==> config.mk <==
export PLATFORM = sky130hd
export DESIGN_NAME = pe_slave_kmp
export DESIGN_NICKNAME = d
export VERILOG_FILES = /design/src/rtl/pe_slave_kmp.sv
export SDC_FILE = /design/constraint.sdc
export NUM_CORES = 1
export LEC_CHECK = 0
export BUFFER_PORTS_ARGS = -buffer_cell sky130_fd_sc_hd__clkbuf_2
export CAP_MARGIN = 5
export CORE_UTILIZATION = 50
export DETAILED_ROUTE_END_ITERATION = 8
export PLACE_DENSITY = 0.85
export SLEW_MARGIN = 5
export SYNTH_ARGS = -nofsm -noshare
export SYNTH_HDL_FRONTEND = slang
export SYNTH_SLANG_ARGS = --single-unit
==> constraint.sdc <==
create_clock -name clk -period 8.6 [get_ports clk]
set_clock_uncertainty 0.05 [all_clocks]
set_input_delay 0.86 -clock clk [delete_from_list [all_inputs] [get_ports clk]]
set_output_delay 0.86 -clock clk [all_outputs]
set_load 0.01 [all_outputs]
==> src/rtl/pe_slave_kmp.sv <==
// pe_slave_kmp -- single-job substring search engine.
//
// A job is a string of MAX_STRING characters, a pattern of up to
// MAX_PATTERN characters, and an inclusive search window
// [start_idx, end_idx]. All job inputs are captured when the job is
// accepted. The engine reports:
//   - the number of (overlapping) occurrences of the pattern that lie
//     wholly inside the window, and
//   - the lowest start index among those occurrences.
//
// Two search modes:
//   - KMP mode (wildcard_en=0): a failure table is built in PRE, one
//     step per cycle, and is then used by the COM search.
//   - Wildcard mode (wildcard_en=1): pattern character '.' matches any
//     character. No failure table is used; a mismatch restarts the
//     search at the next window start position.
//
// Ports:
//   clk          rising-edge clock
//   reset        synchronous, active-low
//   str_input    string; char i = bits [i*BYTE +: BYTE]
//   pat_input    pattern; same packing as str_input
//   pat_len      number of valid pattern characters
//   start_idx    first string index of the search window
//   end_idx      last string index of the search window
//   wildcard_en  enables '.' as a match-any pattern character
//   input_valid  job handshake, from requester
//   input_ready  job handshake, to requester (high only in IDLE)
//   output_valid result handshake (high only in DONE)
//   output_ready result handshake, from consumer
//   match        at least one occurrence found
//   match_idx    lowest occurrence start (0 when none)
//   match_cnt    occurrence count, saturating
//   err          job rejected: bad pattern length or window
module pe_slave_kmp #(
    parameter  int BYTE        = 8,
    parameter  int MAX_STRING  = 32,
    parameter  int MAX_PATTERN = 8,
    localparam int STR_ADD     = $clog2(MAX_STRING),
    localparam int PAT_ADD     = $clog2(MAX_PATTERN) + 1
) (
    input  logic                        clk,
    input  logic                        reset,
    input  logic [MAX_STRING*BYTE-1:0]  str_input,
    input  logic [MAX_PATTERN*BYTE-1:0] pat_input,
    input  logic [PAT_ADD-1:0]          pat_len,
    input  logic [STR_ADD-1:0]          start_idx,
    input  logic [STR_ADD-1:0]          end_idx,
    input  logic                        wildcard_en,
    input  logic                        input_valid,
    output logic                        input_ready,
    output logic                        output_valid,
    input  logic                        output_ready,
    output logic                        match,
    output logic [STR_ADD-1:0]          match_idx,
    output logic [STR_ADD:0]            match_cnt,
    output logic                        err
);

    localparam int                CNT_W     = STR_ADD + 1;
    localparam int                PIX       = (MAX_PATTERN > 1) ? $clog2(MAX_PATTERN) : 1;
    localparam logic [BYTE-1:0]   WILD_CHAR = BYTE'(8'h2E);
    localparam logic [CNT_W-1:0]  CNT_MAX   = {CNT_W{1'b1}};

    typedef enum logic [3:0] {
        IDLE = 4'b0001,
        PRE  = 4'b0010,
        COM  = 4'b0100,
        DONE = 4'b1000
    } state_t;

    state_t               state_r;
    state_t               state_s;

    // Latched job.
    logic [BYTE-1:0]      str_r  [MAX_STRING];
    logic [BYTE-1:0]      pat_r  [MAX_PATTERN];
    logic [PAT_ADD-1:0]   fail_r [MAX_PATTERN];
    logic [PAT_ADD-1:0]   pat_len_r;
    logic [STR_ADD-1:0]   end_r;
    logic                 wild_r;

    // PRE: i_r is the table position being filled; k_r is the current
    // border length.
    logic [PAT_ADD-1:0]   i_r;
    logic [PAT_ADD-1:0]   k_r;

    // COM: s_r is one bit wider than a string index so it can step past
    // end_idx = MAX_STRING-1.
    logic [CNT_W-1:0]     s_r;
    logic [PAT_ADD-1:0]   j_r;
    logic [CNT_W-1:0]     hit_cnt_r;
    logic [STR_ADD-1:0]   first_idx_r;

    // Registered results.
    logic                 match_r;
    logic [STR_ADD-1:0]   match_idx_r;
    logic [CNT_W-1:0]     match_cnt_r;
    logic                 err_r;

    // Combinational helpers.
    logic [CNT_W-1:0]     span_s;
    logic                 job_err_s;
    logic [BYTE-1:0]      pre_ch_i_s;
    logic [BYTE-1:0]      pre_ch_k_s;
    logic [PIX-1:0]       k_m1_s;
    logic [PIX-1:0]       j_m1_s;
    logic [PIX-1:0]       plm1_s;
    logic [BYTE-1:0]      str_ch_s;
    logic [BYTE-1:0]      pat_ch_s;
    logic                 ch_eq_s;
    logic [CNT_W-1:0]     rem_s;
    logic [PAT_ADD-1:0]   need_s;
    logic                 com_done_s;
    logic                 pre_done_s;
    logic [STR_ADD-1:0]   pos_s;
    logic [CNT_W-1:0]     restart_s;

    // Handshake flags are single bits of the one-hot state register.
    assign input_ready  = state_r[0];
    assign output_valid = state_r[3];
    assign match        = match_r;
    assign match_idx    = match_idx_r;
    assign match_cnt    = match_cnt_r;
    assign err          = err_r;

    // Job validation, table-build and compare-step decode.
    always_comb begin
        span_s    = {1'b0, end_idx} - {1'b0, start_idx} + CNT_W'(1'b1);
        job_err_s = 1'b0;
        if ((pat_len == {PAT_ADD{1'b0}}) || (pat_len > PAT_ADD'(MAX_PATTERN))) begin
            job_err_s = 1'b1;
        end else if (end_idx < start_idx) begin
            job_err_s = 1'b1;
        end else if (span_s < CNT_W'(pat_len)) begin
            job_err_s = 1'b1;
        end else begin
            job_err_s = 1'b0;
        end

        pre_ch_i_s = pat_r[i_r[PIX-1:0]];
        pre_ch_k_s = pat_r[k_r[PIX-1:0]];
        k_m1_s     = k_r[PIX-1:0] - PIX'(1'b1);
        j_m1_s     = j_r[PIX-1:0] - PIX'(1'b1);
        // pat_len is 1..MAX_PATTERN here, so the low bits minus one wrap
        // correctly to pat_len-1.
        plm1_s     = pat_len_r[PIX-1:0] - PIX'(1'b1);
        pre_done_s = wild_r || (i_r >= pat_len_r);

        str_ch_s   = str_r[s_r[STR_ADD-1:0]];
        pat_ch_s   = pat_r[j_r[PIX-1:0]];
        ch_eq_s    = (str_ch_s == pat_ch_s) || (wild_r && (pat_ch_s == WILD_CHAR));

        // Stop once s is past the window, or too few characters remain to
        // finish the partial match already in progress.
        rem_s      = {1'b0, end_r} - s_r + CNT_W'(1'b1);
        need_s     = pat_len_r - j_r;
        com_done_s = (s_r > {1'b0, end_r}) || (rem_s < CNT_W'(need_s));

        pos_s      = s_r[STR_ADD-1:0] - STR_ADD'(pat_len_r) + STR_ADD'(1'b1);
        restart_s  = s_r - CNT_W'(j_r) + CNT_W'(1'b1);
    end

    // Next-state logic for the one-hot job FSM.
    always_comb begin
        state_s = state_r;
        case (state_r)
            IDLE: begin
                if (input_valid) begin
                    state_s = job_err_s ? DONE : PRE;
                end else begin
                    state_s = IDLE;
                end
            end
            PRE: begin
                if (pre_done_s) begin
                    state_s = COM;
                end else begin
                    state_s = PRE;
                end
            end
            COM: begin
                if (com_done_s) begin
                    state_s = DONE;
                end else begin
                    state_s = COM;
                end
            end
            DONE: begin
                if (output_ready) begin
                    state_s = IDLE;
                end else begin
                    state_s = DONE;
                end
            end
            default: state_s = IDLE;
        endcase
    end

    // FSM state register.
    always_ff @(posedge clk) begin
        if (!reset) begin
            state_r <= IDLE;
        end else begin
            state_r <= state_s;
        end
    end

    // Job capture, failure-table build, search datapath and result registers.
    always_ff @(posedge clk) begin
        if (!reset) begin
            for (int n = 0; n < MAX_STRING; n++) begin
                str_r[n] <= {BYTE{1'b0}};
            end
            for (int n = 0; n < MAX_PATTERN; n++) begin
                pat_r[n]  <= {BYTE{1'b0}};
                fail_r[n] <= {PAT_ADD{1'b0}};
            end
            pat_len_r   <= {PAT_ADD{1'b0}};
            end_r       <= {STR_ADD{1'b0}};
            wild_r      <= 1'b0;
            i_r         <= {PAT_ADD{1'b0}};
            k_r         <= {PAT_ADD{1'b0}};
            s_r         <= {CNT_W{1'b0}};
            j_r         <= {PAT_ADD{1'b0}};
            hit_cnt_r   <= {CNT_W{1'b0}};
            first_idx_r <= {STR_ADD{1'b0}};
            match_r     <= 1'b0;
            match_idx_r <= {STR_ADD{1'b0}};
            match_cnt_r <= {CNT_W{1'b0}};
            err_r       <= 1'b0;
        end else begin
            case (state_r)
                IDLE: begin
                    if (input_valid) begin
                        for (int n = 0; n < MAX_STRING; n++) begin
                            str_r[n] <= str_input[n*BYTE +: BYTE];
                        end
                        for (int n = 0; n < MAX_PATTERN; n++) begin
                            pat_r[n]  <= pat_input[n*BYTE +: BYTE];
                            fail_r[n] <= {PAT_ADD{1'b0}};
                        end
                        pat_len_r   <= pat_len;
                        end_r       <= end_idx;
                        wild_r      <= wildcard_en;
                        i_r         <= PAT_ADD'(1'b1);
                        k_r         <= {PAT_ADD{1'b0}};
                        s_r         <= {1'b0, start_idx};
                        j_r         <= {PAT_ADD{1'b0}};
                        hit_cnt_r   <= {CNT_W{1'b0}};
                        first_idx_r <= {STR_ADD{1'b0}};
                        if (job_err_s) begin
                            match_r     <= 1'b0;
                            match_idx_r <= {STR_ADD{1'b0}};
                            match_cnt_r <= {CNT_W{1'b0}};
                            err_r       <= 1'b1;
                        end
                    end
                end
                PRE: begin
                    if (!pre_done_s) begin
                        if (pre_ch_i_s == pre_ch_k_s) begin
                            fail_r[i_r[PIX-1:0]] <= k_r + PAT_ADD'(1'b1);
                            k_r <= k_r + PAT_ADD'(1'b1);
                            i_r <= i_r + PAT_ADD'(1'b1);
                        end else if (k_r != {PAT_ADD{1'b0}}) begin
                            k_r <= fail_r[k_m1_s];
                        end else begin
                            fail_r[i_r[PIX-1:0]] <= {PAT_ADD{1'b0}};
                            i_r <= i_r + PAT_ADD'(1'b1);
                        end
                    end
                end
                COM: begin
                    if (com_done_s) begin
                        match_r     <= (hit_cnt_r != {CNT_W{1'b0}});
                        match_idx_r <= first_idx_r;
                        match_cnt_r <= hit_cnt_r;
                        err_r       <= 1'b0;
                    end else if (!wild_r && (j_r == pat_len_r)) begin
                        // Step after a full match: fall back along the table
                        // without consuming a character.
                        j_r <= fail_r[plm1_s];
                    end else if (ch_eq_s) begin
                        if (j_r == (pat_len_r - PAT_ADD'(1'b1))) begin
                            if (hit_cnt_r == {CNT_W{1'b0}}) begin
                                first_idx_r <= pos_s;
                            end
                            if (hit_cnt_r != CNT_MAX) begin
                                hit_cnt_r <= hit_cnt_r + CNT_W'(1'b1);
                            end
                        end
                        if (wild_r && (j_r == (pat_len_r - PAT_ADD'(1'b1)))) begin
                            s_r <= restart_s;
                            j_r <= {PAT_ADD{1'b0}};
                        end else begin
                            s_r <= s_r + CNT_W'(1'b1);
                            j_r <= j_r + PAT_ADD'(1'b1);
                        end
                    end else if (wild_r) begin
                        s_r <= restart_s;
                        j_r <= {PAT_ADD{1'b0}};
                    end else if (j_r != {PAT_ADD{1'b0}}) begin
                        j_r <= fail_r[j_m1_s];
                    end else begin
                        s_r <= s_r + CNT_W'(1'b1);
                    end
                end
                DONE: begin
                    match_r <= match_r;
                end
                default: begin
                    match_r <= match_r;
                end
            endcase
        end
    end

endmodule
==> flow_summary_export.csv, run 1 <==
group,metric,value,unit
critical_path,critical_path_required,9.02,ns
synth,async_reset_ff_frac,0,
placement,io_buffers,353,
critical_path,rrSetupSlack,4.16,ns
synth,yosysMostFrequentCell,"edfxtp_1",
drt,drc,0,
drt,drtAntennaViolNets,0,
synth,synth.net_count,2162,
floorplan,io_pins,354,
grt,antenna_found_initial,8,
sta,worst_slack,4.159,ns
critical_path,path_cells,"buf_4 -> mux4_2 -> mux4_2 -> mux2i_1 -> xor2_1 -> nor4_2 -> nand3_2 -> a41oi_4 -> mux2i_1 -> a31o_1",
synth,yosysUniqueCellTypes,72,
sta,worst_pin_slew,1.266,ns
clock_network,post_cts_resized,0,
grt,grt_pass1_wl,90750,µm
synth,synth-edff-count,352,
synth,yosysWarnings,0,
drt,first_pass_iters,5,
sta,fmax,225.2,MHz
grt,track_usage,0.2646,
critical_path,crit_family,"multiplexers",
synth,ys_seq_area_frac,0.5343,
placement,pre_cts_ws,4.170,ns
floorplan,rows,77,
synth,syn-cell-area,22400,µm²
sta,finalSetupTns,0,ns
sta,slew_violations,0,
sta,period_share,0.5164,
critical_path,cp_max_fo,43,
status,status,"finished, final reports clean",
synth,ys_ff_latch,422,
critical_path,cp.arrival,4.86,ns
clock_network,clock_sinks,422,
clock_network,cts.reportedPaths.clkPinSlew,0.06,ns
critical_path,crit_slowest_cell,"mux4_2",
placement,hpwl,44140,µm
grt,grt_max_degree,173,
clock_network,htreeDepth,2,
grt,overflow,0,
drt,wl_per_cell,23.35,µm
flow_run,max_cap_violations,0,
clock_network,postCtsSetupRepairBufs,0,
drt,drtIter0Drc,1705,
drt,vias_per_cell,6.093,
critical_path,critPathBufInv,1,
floorplan,die_area,45660,µm²
finish,drive_above_1_share,0.2749,
critical_path,path_class,"reg -> reg",
critical_path,end_kind,"flop",
synth,synthCells,1757,
sta,slew_headroom,0.1560,
synth,postSynthAreaPerCell,12.75,µm²
synth,yosysTopAreaCellShare,0.4718,
synth,synth_commonest_cells,"edfxtp_1, and3_1, and2_1",
sta,finalCriticalPeriod,4.441,ns
clock_network,cts_tree,"yes",
sta,hold_viol_final,0,
floorplan,die_h,213.7,µm
pwr,power_leakage,0.01068,µW
placement,placed_area,24450,µm²
clock_network,cts_root_buf,"clkbuf_16",
drt,drt-total-wl,62480,µm
sta,rsz0062_at_grt,"false",
placement,place.gp.congestion,0.9986,
pwr,power,5648,µW
critical_path,cp-start-kind,"flop",
finish,syn2layout_area_growth,15.89,%
clock_network,hold_buffers,0,
clock_network,cts_buffers,45,
pwr,power_density,217.5,nW/µm²
clock_network,clock_latency,0.59,ns
hold_path,hold_class,"reg -> reg",
floorplan,start_util,0.5066,
synth,synth.area.top_cells,"edfxtp_1, mux4_2, dfxtp_1, and3_1, mux2i_1",
pwr,ir_drop,0.0001818,V
finish,nets,2446,
critical_path,cp_slowest_stage_delay,0.66,ns
finish,final_cell_area,25960,µm²
grt,grt_pass1_vias,15800,
drt,vias,16300,
clock_network,clockBufferDepth,3,
sta,setup_viol,0,
floorplan,fp.coreArea,44220,µm²
synth,synth_largest_area_cell,"edfxtp_1",
floorplan,die_w,213.7,µm
synth,synth-main-ff-cell,"edfxtp_1",
per-layer routing:
metal  share of wire  vias to the layer above  GRT usage
met5         0.00013                        -          0
met3           0.091                      198    0.05565
met1            0.38                     7981     0.3454
met2            0.48                      928     0.4202
met4           0.048                        2     0.1313
li1                -                     7195          -
where the power goes:
group | switching, µW | internal [µW]
clock network | 843 | 1140
logic | 567 | 451
registers | 162 | 2490
worst min-delay path, cell delays in order, from the launching register on:
cell and delay [ns]:
dfxtp_1 0.31, nand2_1 0.05, a21oi_1 0.05
path summary, 6_finish.rpt:
check	start	to	cells past startpoint
min reg2reg	match_idx[0]	match_idx[0]	2
max	flop	s_r[2]	10
min	match_idx[0]	match_idx[0]	2
max reg2reg	flop	s_r[2]	10
sequential cells by signal (all words and copies together) (netlist names), 4 cells and up, named ones only:
signal / cells
s_r: 6
i_r: 4
state_r: 4
k_r: 4
pat_r: 64
match_idx: 5
pat_len_r: 4
fail_r: 32
match_cnt: 6
first_idx_r: 5
j_r: 4
str_r: 256
end_r: 5
hit_cnt_r: 6
stage by stage:
step | hold slack [ns] | cells | util
global route | 0.4316 | 2675 | 0.5871
floorplan | 0.3850 | 1757 | -
global placement | 0.3924 | 2586 | 0.5530
CTS | 0.4058 | 2669 | 0.5868
detailed placement | 0.3984 | 2586 | 0.5530
finish | 0.4074 | 2676 | 0.5872
kinds of logic after synthesis:
family          Yosys count  synth area share
compound gates          191           0.05965
xor+xnor                 47           0.01837
fa+ha+maj                69           0.04021
buf+inv                 188           0.03686
flops                   422            0.5343
mux                     223            0.1573
simple gates            617            0.1533
area by class of cell:
cell class / instances / area, µm²
antenna: 7 / 17.52
clock buffer: 54 / 1177
clock inverter: 29 / 316.6
fill: 3392 / 18260
inverter: 56 / 214.0
multi-input combinational: 1147 / 9613
sequential: 422 / 11980
tap: 592 / 740.7
timing repair buffer: 369 / 1906
cell usage in the layout, fill, tap and decap left out, types with 34 or more instances in the layout:
master	instances
edfxtp_1	352
clkbuf_2	352
and3_1	203
and2_1	129
mux2i_1	118
mux4_2	103
nand2_1	81
nor2_1	72
dfxtp_1	67
ha_1	60
a21oi_1	58
inv_1	55
nand3_1	49
clkbuf_16	45
xnor2_1	34
Note: power is estimated with default switching activity, not from simulation.
==> run 2: changes to the inputs <==
- clock period: 8.6 -> 3.95 ns (I/O delays scaled with it)
==> flow_summary_export.csv, run 2 (synthesis results as in run 1) <==
group,metric,value,unit
pwr,power,12670,µW
floorplan,die_w,213.7,µm
floorplan,rows,77,
placement,hpwl,44990,µm
grt,grt_pass1_vias,15990,
drt,first_pass_iters,6,
clock_network,htreeDepth,2,
floorplan,fp.coreArea,44220,µm²
finish,top_register,"str_r",
clock_network,clockBufferDepth,3,
drt,drt-total-wl,63160,µm
floorplan,die_h,213.7,µm
grt,antenna_found_initial,7,
grt,track_usage,0.2719,
critical_path,critical_path_required,4.37,ns
status,status,"finished, final reports clean",
sta,worst_pin_slew,1.201,ns
sta,finalCriticalPeriod,3.874,ns
hold_path,hold_class,"in -> reg",
grt,grt_max_degree,208,
critical_path,end_kind,"flop",
hold_path,min_to,"wild_r",
finish,fillers,3424,
clock_network,clock_latency,0.61,ns
sta,setup_viol,0,
critical_path,cp_max_fo,30,
critical_path,path_class,"reg -> reg",
placement,place.gp.congestion,0.9427,
drt,vias_per_cell,5.973,
clock_network,cts_tree,"yes",
critical_path,rrSetupSlack,0.08,ns
sta,worst_slack,0.07584,ns
floorplan,start_util,0.5066,
critical_path,cp.arrival,4.29,ns
clock_network,cts_root_buf,"clkbuf_16",
floorplan,die_area,45660,µm²
clock_network,hold_buffers,0,
finish,drive_above_1_share,0.2953,
placement,pre_cts_ws,0.1063,ns
drt,drtAntennaViolNets,0,
clock_network,cts.reportedPaths.clkPinSlew,0.06,ns
finish,top_regs,"str_r (256), pat_r (64), fail_r (32)",
finish,nets,2494,
critical_path,cp-start-kind,"flop",
hold_path,min_from,"wildcard_en",
finish,syn2layout_area_growth,18.60,%
pwr,power_leakage,0.01102,µW
pwr,power_density,476.8,nW/µm²
floorplan,io_pins,354,
clock_network,clock_sinks,422,
placement,io_buffers,353,
sta,fmax,258.1,MHz
flow_run,max_cap_violations,0,
finish,largest_reg_flops,256,
finish,final_cell_mix,"edfxtp_1, clkbuf_2, and3_1",
grt,overflow,0,
pwr,ir_drop,0.0003432,V
clock_network,cts_buffers,47,
drt,vias,16270,
sta,hold_viol_final,0,
drt,drtIter0Drc,1838,
critical_path,worst-r2r-cell-count,13,
hold_path,hold_depth,3,
sta,slew_violations,0,
drt,wl_per_cell,23.19,µm
sta,period_share,0.9808,
sta,slew_headroom,0.1991,
grt,grt_pass1_wl,93300,µm
drt,drc,0,
run 2: cell types whose count changed in the layout (fill, tap and decap cells not counted), sizes merged:
| cell | previous run | this run |
|---|---|---|
| buf | 17 | 63 |
| bufinv | 5 | 7 |
| clkbuf | 406 | 407 |
| clkinv | 15 | 18 |
| clkinvlp | 6 | 5 |
| diode | 7 | 4 |
| inv | 59 | 58 |
run 2: metal layers:
layer	GRT usage	share of wire	routed length, µm	up-vias
li1	-	-	-	7285
met1	0.3643	0.39	24940	8084
met2	0.4376	0.48	30520	759
met3	0.06049	0.089	5633	133
met4	0.09310	0.032	2040	4
met5	0	0.00043	27	-
run 2: final cells by class:
class	count	area [µm²]	share of cell area
multi-input cells	1147	9662	0.3636
diodes	4	10.01	0.0003767
well taps	592	740.7	0.02788
inverters	56	214.0	0.008052
flip-flops and latches	422	11980	0.4509
clock buffers	55	1237	0.04657
repair buffers	415	2338	0.08801
clock inverters	32	386.6	0.01455
run 2: worst max-delay path, cell delays in order, from the launching register on:
cell     delay [ns]
dfxtp_1        0.36
buf_12         0.21
nor2b_1        0.62
buf_4          0.31
a22oi_1        0.10
nand3_1        0.23
o31ai_1        0.14
or3_1          0.36
o211a_1        0.19
nand3_2        0.12
buf_4          0.19
nand2_1        0.18
a311o_1        0.37
a32o_1         0.27
run 2: what timing repair did:
item | CTS | global route
gates resized for setup | 0 | 6
endpoints found under the hold margin | 0 | 0
buffers inserted | 0 | 4
endpoints found under the setup margin | 0 | 20
run 2: worst max path at each step:
stage,start,depth (start not counted),endpoint
after global routing,end_r[1],16,flop
after CTS,end_r[1],15,hit_cnt_r[3]
after global placement,end_r[1],15,hit_cnt_r[3]
after floorplan,state_r[3],5,pat_r[0][0]
after detailed placement,end_r[1],15,hit_cnt_r[3]
final,flop,13,flop
run 2: stage by stage:
stage	cell area [µm²]	setup TNS (ns)	hold slack, ns	utilization	cells
final	26570	0	0.02302	0.6009	2723
after global routing	26570	-0.002656	0.006677	0.6007	2721
after CTS	26500	0	0.005462	0.5992	2715
after detailed placement	24870	0	0.3992	0.5624	2628
after global placement	24870	0	0.3905	0.5624	2628
after floorplan	22460	-720.00	0.3850	-	1757
run 2: power by group:
part           internal [µW]  switching, µW  leakage [µW]  total (µW)
combinational           1060           1290       0.00588        2350
clock                   2720           1890      0.000790        4610
sequential              5410            297       0.00435        5710
